**config.mk**
```make
export PLATFORM = sky130hd
export DESIGN_NAME = modulo_updown_counter_flat
export DESIGN_NICKNAME = d
export VERILOG_FILES = /design/src/rtl/modulo_updown_counter_if.sv /design/src/rtl/modulo_updown_counter.sv /design/src/flat_wrapper.sv
export SDC_FILE = /design/constraint.sdc
export NUM_CORES = 1
export LEC_CHECK = 0
export ABC_CLOCK_PERIOD_IN_PS = 11230
export CAP_MARGIN = 40
export CORE_MARGIN = 2
export CORE_UTILIZATION = 55
export CTS_CLUSTER_SIZE = 16
export DETAILED_ROUTE_END_ITERATION = 8
export GPL_TIMING_DRIVEN = 0
export PLACE_DENSITY = 0.85
export REMOVE_ABC_BUFFERS = 1
export SLEW_MARGIN = 20
export SYNTH_ARGS = -nofsm -noshare
export SYNTH_HDL_FRONTEND = slang
export SYNTH_SLANG_ARGS = --single-unit
```
**constraint.sdc**
```tcl
create_clock -name clk -period 11.23 [get_ports clk]
set_clock_uncertainty 0.1 [all_clocks]
set_input_delay 2.246 -clock clk [delete_from_list [all_inputs] [get_ports clk]]
set_output_delay 2.246 -clock clk [all_outputs]
set_load 0.02 [all_outputs]
```
**src/rtl/modulo_updown_counter_if.sv**
```systemverilog
// Bundle for modulo_updown_counter: controls in, count and status out.
// master drives en/dir/load/load_val/max_val/sat; slave returns cnt/tc/wrap_p/sat_flag.
interface modulo_updown_counter_if #(
  parameter int N = 10
) ();
  logic         en;
  logic         dir;
  logic         load;
  logic [N-1:0] load_val;
  logic [N-1:0] max_val;
  logic         sat;
  logic [N-1:0] cnt;
  logic         tc;
  logic         wrap_p;
  logic         sat_flag;

  modport master (
    output en, dir, load, load_val, max_val, sat,
    input  cnt, tc, wrap_p, sat_flag
  );

  modport slave (
    input  en, dir, load, load_val, max_val, sat,
    output cnt, tc, wrap_p, sat_flag
  );
endinterface

```
**src/rtl/modulo_updown_counter.sv**
```systemverilog
// Up/down counter with runtime modulus, sync load, wrap or saturate mode.
// Ports: clk, rst (sync, active-high), bus (slave side of modulo_updown_counter_if).
module modulo_updown_counter #(
  parameter int           N       = 10,
  parameter logic [N-1:0] RST_VAL = '0
) (
  input logic clk,
  input logic rst,
  modulo_updown_counter_if.slave bus
);

  localparam logic [N-1:0] ONE = N'(1);
  localparam logic [N-1:0] ZERO = '0;

  logic [N-1:0] cnt_q;
  logic [N-1:0] cnt_d;
  logic         wrap_q;
  logic         wrap_d;
  logic         sat_q;
  logic         sat_d;

  logic over;
  logic top;
  logic bot;
  logic [N-1:0] clamp;

  // over: max_val was lowered below the current count
  assign over  = cnt_q > bus.max_val;
  assign top   = cnt_q == bus.max_val;
  assign bot   = cnt_q == ZERO;
  assign clamp = (bus.load_val > bus.max_val)
               ? bus.max_val : bus.load_val;

  always_comb begin
    cnt_d  = cnt_q;
    wrap_d = 1'b0;
    sat_d  = sat_q;
    if (bus.load) begin
      cnt_d = clamp;
      sat_d = 1'b0;
    end else if (bus.en) begin
      unique case (1'b1)
        over & bus.dir & ~bus.sat: begin
          cnt_d  = ZERO;
          wrap_d = 1'b1;
        end
        over & ~(bus.dir & ~bus.sat): begin
          cnt_d = bus.max_val;
        end
        ~over & bus.dir & ~top: begin
          cnt_d = cnt_q + ONE;
        end
        ~over & bus.dir & top & bus.sat: begin
          sat_d = 1'b1;
        end
        ~over & bus.dir & top & ~bus.sat: begin
          cnt_d  = ZERO;
          wrap_d = 1'b1;
        end
        ~over & ~bus.dir & ~bot: begin
          cnt_d = cnt_q - ONE;
        end
        ~over & ~bus.dir & bot & bus.sat: begin
          sat_d = 1'b1;
        end
        ~over & ~bus.dir & bot & ~bus.sat: begin
          cnt_d  = bus.max_val;
          wrap_d = 1'b1;
        end
        default: begin
          cnt_d = cnt_q;
        end
      endcase
    end
  end

  always_ff @(posedge clk) begin
    if (rst) begin
      cnt_q  <= RST_VAL;
      wrap_q <= 1'b0;
      sat_q  <= 1'b0;
    end else begin
      cnt_q  <= cnt_d;
      wrap_q <= wrap_d;
      sat_q  <= sat_d;
    end
  end

  // tc is deliberately not gated by load
  assign bus.tc = bus.en &
    (bus.dir ? (cnt_q >= bus.max_val)
             : bot);

  assign bus.cnt      = cnt_q;
  assign bus.wrap_p   = wrap_q;
  assign bus.sat_flag = sat_q;

endmodule

```
**src/flat_wrapper.sv**
```systemverilog
// flat-port wrapper written by rule: the top's interface ports become plain ports
module modulo_updown_counter_flat 
#(
  parameter int           N       = 10,
  parameter logic [N-1:0] RST_VAL = '0
)
  (clk, rst, bus_en, bus_dir, bus_load, bus_load_val, bus_max_val, bus_sat, bus_cnt, bus_tc, bus_wrap_p, bus_sat_flag);
  modulo_updown_counter_if #(.N(N)) bus_i ();
  input logic clk;
  input logic rst;
  input wire logic [$bits(bus_i.en)-1:0] bus_en;
  input wire logic [$bits(bus_i.dir)-1:0] bus_dir;
  input wire logic [$bits(bus_i.load)-1:0] bus_load;
  input wire logic [$bits(bus_i.load_val)-1:0] bus_load_val;
  input wire logic [$bits(bus_i.max_val)-1:0] bus_max_val;
  input wire logic [$bits(bus_i.sat)-1:0] bus_sat;
  output wire logic [$bits(bus_i.cnt)-1:0] bus_cnt;
  output wire logic [$bits(bus_i.tc)-1:0] bus_tc;
  output wire logic [$bits(bus_i.wrap_p)-1:0] bus_wrap_p;
  output wire logic [$bits(bus_i.sat_flag)-1:0] bus_sat_flag;
  assign bus_i.en = bus_en;
  assign bus_i.dir = bus_dir;
  assign bus_i.load = bus_load;
  assign bus_i.load_val = bus_load_val;
  assign bus_i.max_val = bus_max_val;
  assign bus_i.sat = bus_sat;
  assign bus_cnt = bus_i.cnt;
  assign bus_tc = bus_i.tc;
  assign bus_wrap_p = bus_i.wrap_p;
  assign bus_sat_flag = bus_i.sat_flag;
  modulo_updown_counter #(.N(N), .RST_VAL(RST_VAL)) u_core (.clk(clk), .rst(rst), .bus(bus_i));
endmodule
```
==> impl_metrics.ini, run 1 <==
[global_routing]
grt_usage_pct = 28.53
grt_pass1_wl_mm = 7.603
antenna_found_initial = 0
grt_pass1_vias = 1709
grt-ovfl-total = 0
grt_max_degree = 13

[cts]
htree_levels = 1
cts_resized = 0
post-cts-setup-buffer-count = 0
clock-sinks = 12
clk_path_buf_depth = 2
cts_buffers = 3
worstSkewPairLatency_ns = 0.28
cts-root-buf = clkbuf_4
clk_pin_slew_ns = 0.08
tritoncts = done
cts_hold_buf = 0

[placed_design]
dp_hpwl_mm = 3.793
gp_congestion = 0.8896
post-place-ws_ns = 4.178
dpl-instance-area_um2 = 2113
dp.cells = 275
io_buffers = 38

[synthesis]
syn-cell-area_um2 = 1692
syn_avg_cell_area_um2 = 8.212
synth-seq-cells = 12
synth_edf_count = 0
postSynthCellCount = 206
synth_commonest_cells = ha_1, inv_1, nand2_1, nor2_1, a21oi_1
synth.top_cells.by_area = ha_1, dfxtp_1, mux2i_1
synth_cell_types = 55
synth_top_area_cell = ha_1
ys_warn_count = 0
synth-async-reset-ratio_pct = 0
ys_seq_area_share_pct = 14.20
synthMostInstantiatedCell = ha_1
ys.flop_type = dfxtp_1
synth_top_area_share_pct = 20.71

[sta]
worst_slack_ns = 4.162
worst_pin_slew_ns = 0.8361
slew_violations = 0
slew_headroom_pct = 44.08
fmax_mhz = 141.5
setup_viol = 0
rsz0062_at_grt = no
period_needed_ns = 7.068
hold_violations = 0
period_share_pct = 62.93
fin_setup_tns_ns = 0

[drt]
drtIter0Drc = 53
firstDrtPassIters = 4
drc = 0
vias_per_cell = 6.381
wl_per_cell_um = 16.81
antenna_left = 0
drt-total-wl_mm = 4.674
vias = 1774

[floorplanning]
core-area_um2 = 2978
rows = 20
chipWidth_um = 59.46
die_y_um = 59.46
initial_core_util_pct = 56.81
ioPinCount = 39
dieArea_um2 = 3535

[critical_path]
cp_max_fo = 3
path_class = in -> out
cp_data_required_time_ns = 8.88
worst_ep_arrival_time_ns = 4.72
end_kind = output port
worstSetupStartpointType = input port

[cells_and_area]
n_antenna_cell = 0
final_cell_area_um2 = 2136
drive_gt1_share_pct = 8.571
fin_nets = 302
area_growth_pct = 26.26
final_cells = 278

[flow_run]
drv_cap = 0

[power]
cellPowerDensity_nw_per_um2 = 111.6
irDropWorstVdd_uv = 58.71
cellLeakagePower_nw = 0.9343

[worst_hold_path]
hold_path.class = reg -> reg

[status]
status = completed
sequential cells by signal (all words and copies together) (netlist names):
name and cells:
u_core.bus.cnt 10, u_core.bus.sat_flag 1, u_core.bus.wrap_p 1
cell families after synthesis:
group	after synthesis	share of synthesized area (%)
AO/OA/AOI/OAI	63	29.66
AND/OR/NAND/NOR	62	18.94
adder cells (fa/ha/maj)	29	21.89
buffers and inverters	22	5.029
flip-flops	12	14.20
multiplexers	11	6.657
XOR/XNOR	7	3.624
worst max-delay path, stage by stage:
cell and delay, ns:
clkdlybuf4s50_1 0.51, inv_1 0.08, ha_1 0.32, a211oi_2 0.19, nor2_1 0.12, a2111o_1 0.41
o311a_1 0.30, clkdlybuf4s50_1 0.54
cell usage in the layout (no fill, tap or decap), types with 5 or more instances in the layout:
| cell | n |
|---|---|
| clkdlybuf4s50_1 | 38 |
| ha_1 | 28 |
| inv_1 | 19 |
| nand2_1 | 14 |
| nor2_1 | 14 |
| a21oi_1 | 13 |
| dfxtp_1 | 12 |
| mux2i_1 | 9 |
| o21ai_0 | 8 |
| nor3_1 | 8 |
| a221oi_1 | 5 |
power breakdown:
part,internal [mW],leakage (nW),switching (mW)
registers,0.0479,0.0992,0.00996
clock network,0.0124,0.0138,0.0160
logic,0.0717,0.821,0.0803
total,0.132,0.934,0.106
worst paths after layout:
path	from	endpoint	slack, ns	cells after the start
setup / recovery	bus_max_val[7]	bus_tc	4.16	8
hold / removal	u_core.bus.sat_flag$_SDFFE_PP0P_	u_core.bus.sat_flag$_SDFFE_PP0P_	0.45	2
setup reg to reg	u_core.bus.cnt[5]$_SDFFE_PP0P_	u_core.bus.cnt[9]$_SDFFE_PP0P_	7.37	14
hold reg to reg	u_core.bus.sat_flag$_SDFFE_PP0P_	u_core.bus.sat_flag$_SDFFE_PP0P_	0.45	2
final cells by class:
type                            instances  area [µm²]
Timing Repair Buffer                   39       387.9
Inverter                               19       71.32
Multi-Input combinational cell        172        1373
Fill cell                             250       842.1
Sequential cell                        12       240.2
Clock buffer                            3       22.52
Tap cell                               33       41.29
per-layer routing:
metal	global-route usage [%]	share of wire, %	vias up
met3	2.402	4.9	5
li1	-	-	871
met2	49.29	50	64
met5	0	0	-
met4	10.71	0.90	0
met1	36.51	44	834
stage by stage:
stage | power (mW) | hold slack [ns] | util (%)
2_1_floorplan | 0.1607 | 0.4951 | -
3_3_place_gp | 0.2034 | 0.4146 | 70.50
3_5_place_dp | 0.2089 | 0.4248 | 70.97
4_1_cts | 0.2368 | 0.4458 | 71.72
5_1_grt | 0.2569 | 0.5137 | 71.72
6_report | 0.2383 | 0.4507 | 71.72
(Power assumes the default switching activity.)
==> run 2: changes to the inputs <==
--- a/config.mk
+++ b/config.mk
@@ -5,14 +5,14 @@
 export SDC_FILE = /design/constraint.sdc
 export NUM_CORES = 1
 export LEC_CHECK = 0
-export ABC_CLOCK_PERIOD_IN_PS = 11230
+export ABC_CLOCK_PERIOD_IN_PS = 6000
 export CAP_MARGIN = 40
 export CORE_MARGIN = 2
-export CORE_UTILIZATION = 55
+export CORE_UTILIZATION = 46
 export CTS_CLUSTER_SIZE = 16
 export DETAILED_ROUTE_END_ITERATION = 8
 export GPL_TIMING_DRIVEN = 0
-export PLACE_DENSITY = 0.85
+export PLACE_DENSITY = 0.75
 export REMOVE_ABC_BUFFERS = 1
 export SLEW_MARGIN = 20
 export SYNTH_ARGS = -nofsm -noshare
==> constraint.sdc (replaced) <==
create_clock -name clk -period 6 [get_ports clk]
set_clock_uncertainty 0.1 [all_clocks]
set_input_delay 1.2 -clock clk [delete_from_list [all_inputs] [get_ports clk]]
set_output_delay 1.2 -clock clk [all_outputs]
set_load 0.02 [all_outputs]
==> run 2 against run 1 <==
Via count shrank 3.6%. Clock-buffer cell count is the same. Critical path type unchanged. Cell count grew 5.8%. Hold slack lost 0.010 ns. Power grew 97%. Core utilization shrank 11 points. Sequential power grew 89%. Die area grew 18%. First-iteration DRC count grew 77%.
==> impl_metrics.ini, run 2 (synthesis gave the netlist of run 1 again) <==
[status]
status = completed

[floorplanning]
die_y_um = 64.64
core-area_um2 = 3606
rows = 22
ioPinCount = 39
chipWidth_um = 64.64
dieArea_um2 = 4178
initial_core_util_pct = 46.91

[critical_path]
reg2reg_depth = 14
cp_data_required_time_ns = 4.70
cp_max_fo = 3
worst_ep_arrival_time_ns = 3.69
end_kind = output port
worstSetupStartpointType = input port
r2r_slack_ns = 2.12
r2r-end = u_core.bus.cnt[9]$_SDFFE_PP0P_
path_class = in -> out
r2r_start = u_core.bus.cnt[5]$_SDFFE_PP0P_

[global_routing]
grt-ovfl-total = 0
grt_pass1_wl_mm = 7.521
grt_max_degree = 13
antenna_found_initial = 0
grt_pass1_vias = 1617
grt_usage_pct = 23.12

[cts]
htree_levels = 1
worstSkewPairLatency_ns = 0.25
clock-sinks = 12
clk_pin_slew_ns = 0.05
cts_hold_buf = 0
cts-root-buf = clkbuf_8
clk_path_buf_depth = 2
post-cts-setup-buffer-count = 0
cts_buffers = 3
tritoncts = done
cts_resized = 0

[cells_and_area]
drive_gt1_share_pct = 8.943
n_antenna_cell = 0
fin_nets = 303
area_growth_pct = 29.14
mostFrequentLayoutCells = clkdlybuf4s50_1, ha_1, inv_1
largest_register_ffs = 10
final_common_cell = clkdlybuf4s50_1

[drt]
drc = 0
firstDrtPassIters = 4
drt-total-wl_mm = 4.573
wl_per_cell_um = 15.55
antenna_left = 0
drtIter0Drc = 94
vias_per_cell = 5.816
vias = 1710

[sta]
period_needed_ns = 4.994
slew_violations = 0
slew_headroom_pct = 55.88
hold_slack_ns = 0.4406
fin_setup_tns_ns = 0
worst_slack_ns = 1.006
setup_viol = 0
worst_pin_slew_ns = 0.6567
fmax_mhz = 200.3
rsz0062_at_grt = no
period_share_pct = 83.23
hold_violations = 0

[placed_design]
gp_congestion = 0.8386
io_buffers = 38
dp_hpwl_mm = 3.694
post-place-ws_ns = 0.7751

[worst_hold_path]
hold_path.class = reg -> reg
hold_depth = 2
hp-start = u_core.bus.sat_flag$_SDFFE_PP0P_
whs_endpoint = u_core.bus.sat_flag$_SDFFE_PP0P_

[power]
total_power_uw = 470.5
cellPowerDensity_nw_per_um2 = 215.4
cellLeakagePower_nw = 0.9481
irDropWorstVdd_uv = 119.7

[flow_run]
drv_cap = 0
-- run 2: changes by cell type in the layout (fill, tap and decap cells not counted) --
| cell | change |
|---|---|
| buf_6 | +1 |
| clkbuf_8 | +3 |
| clkbuf_4 | -3 |
-- run 2: per-stage QoR --
stage	instance area, µm²	cells	util, %
after global placement	2118	289	58.74
after detailed placement	2132	290	59.13
after CTS	2173	293	60.27
final	2185	294	60.58
after global routing	2185	294	60.58
after floorplan	1678	203	-
-- run 2: critical path, cell delays in order --
cell and delay (ns):
clkdlybuf4s50_1 0.50, inv_1 0.08, ha_1 0.30, a21oi_1 0.20
o21ai_2 0.12, a2111o_1 0.44, o311a_1 0.30, clkdlybuf4s50_1 0.54
-- run 2: area by class of cell --
cell class | instances | area, µm²
Timing Repair Buffer | 40 | 399.1
Clock buffer | 3 | 41.29
Inverter | 19 | 71.32
Multi-Input combinational cell | 172 | 1373
Fill cell | 346 | 1421
Sequential cell | 12 | 240.2
Tap cell | 48 | 60.06
-- run 2: routing by layer --
layer  vias to the layer above  global-route usage (%)  part of all wire (%)
met3                         9                   2.778                   5.2
met4                         0                   8.511                   2.1
li1                        869                       -                     -
met5                         -                       0                     0
met2                        52                   39.32                    48
met1                       780                   29.94                    45
-- run 2: power breakdown --
part           leakage (nW)  internal (mW)  switching (mW)
Combinational         0.827          0.135           0.147
Clock                0.0216         0.0445          0.0347
Sequential           0.0992         0.0897          0.0190
Total                 0.948          0.270           0.201
-- run 2: worst max path at each step --
stage / from / endpoint / cells after the start
finish: bus_max_val[5] / bus_tc / 8
global route: bus_max_val[7] / u_core.bus.cnt[9]$_SDFFE_PP0P_ / 16
CTS: bus_max_val[5] / u_core.bus.cnt[9]$_SDFFE_PP0P_ / 16
detailed placement: bus_max_val[5] / u_core.bus.cnt[9]$_SDFFE_PP0P_ / 16
global placement: bus_max_val[5] / u_core.bus.cnt[9]$_SDFFE_PP0P_ / 15
floorplan: bus_max_val[5] / u_core.bus.cnt[9]$_SDFFE_PP0P_ / 14
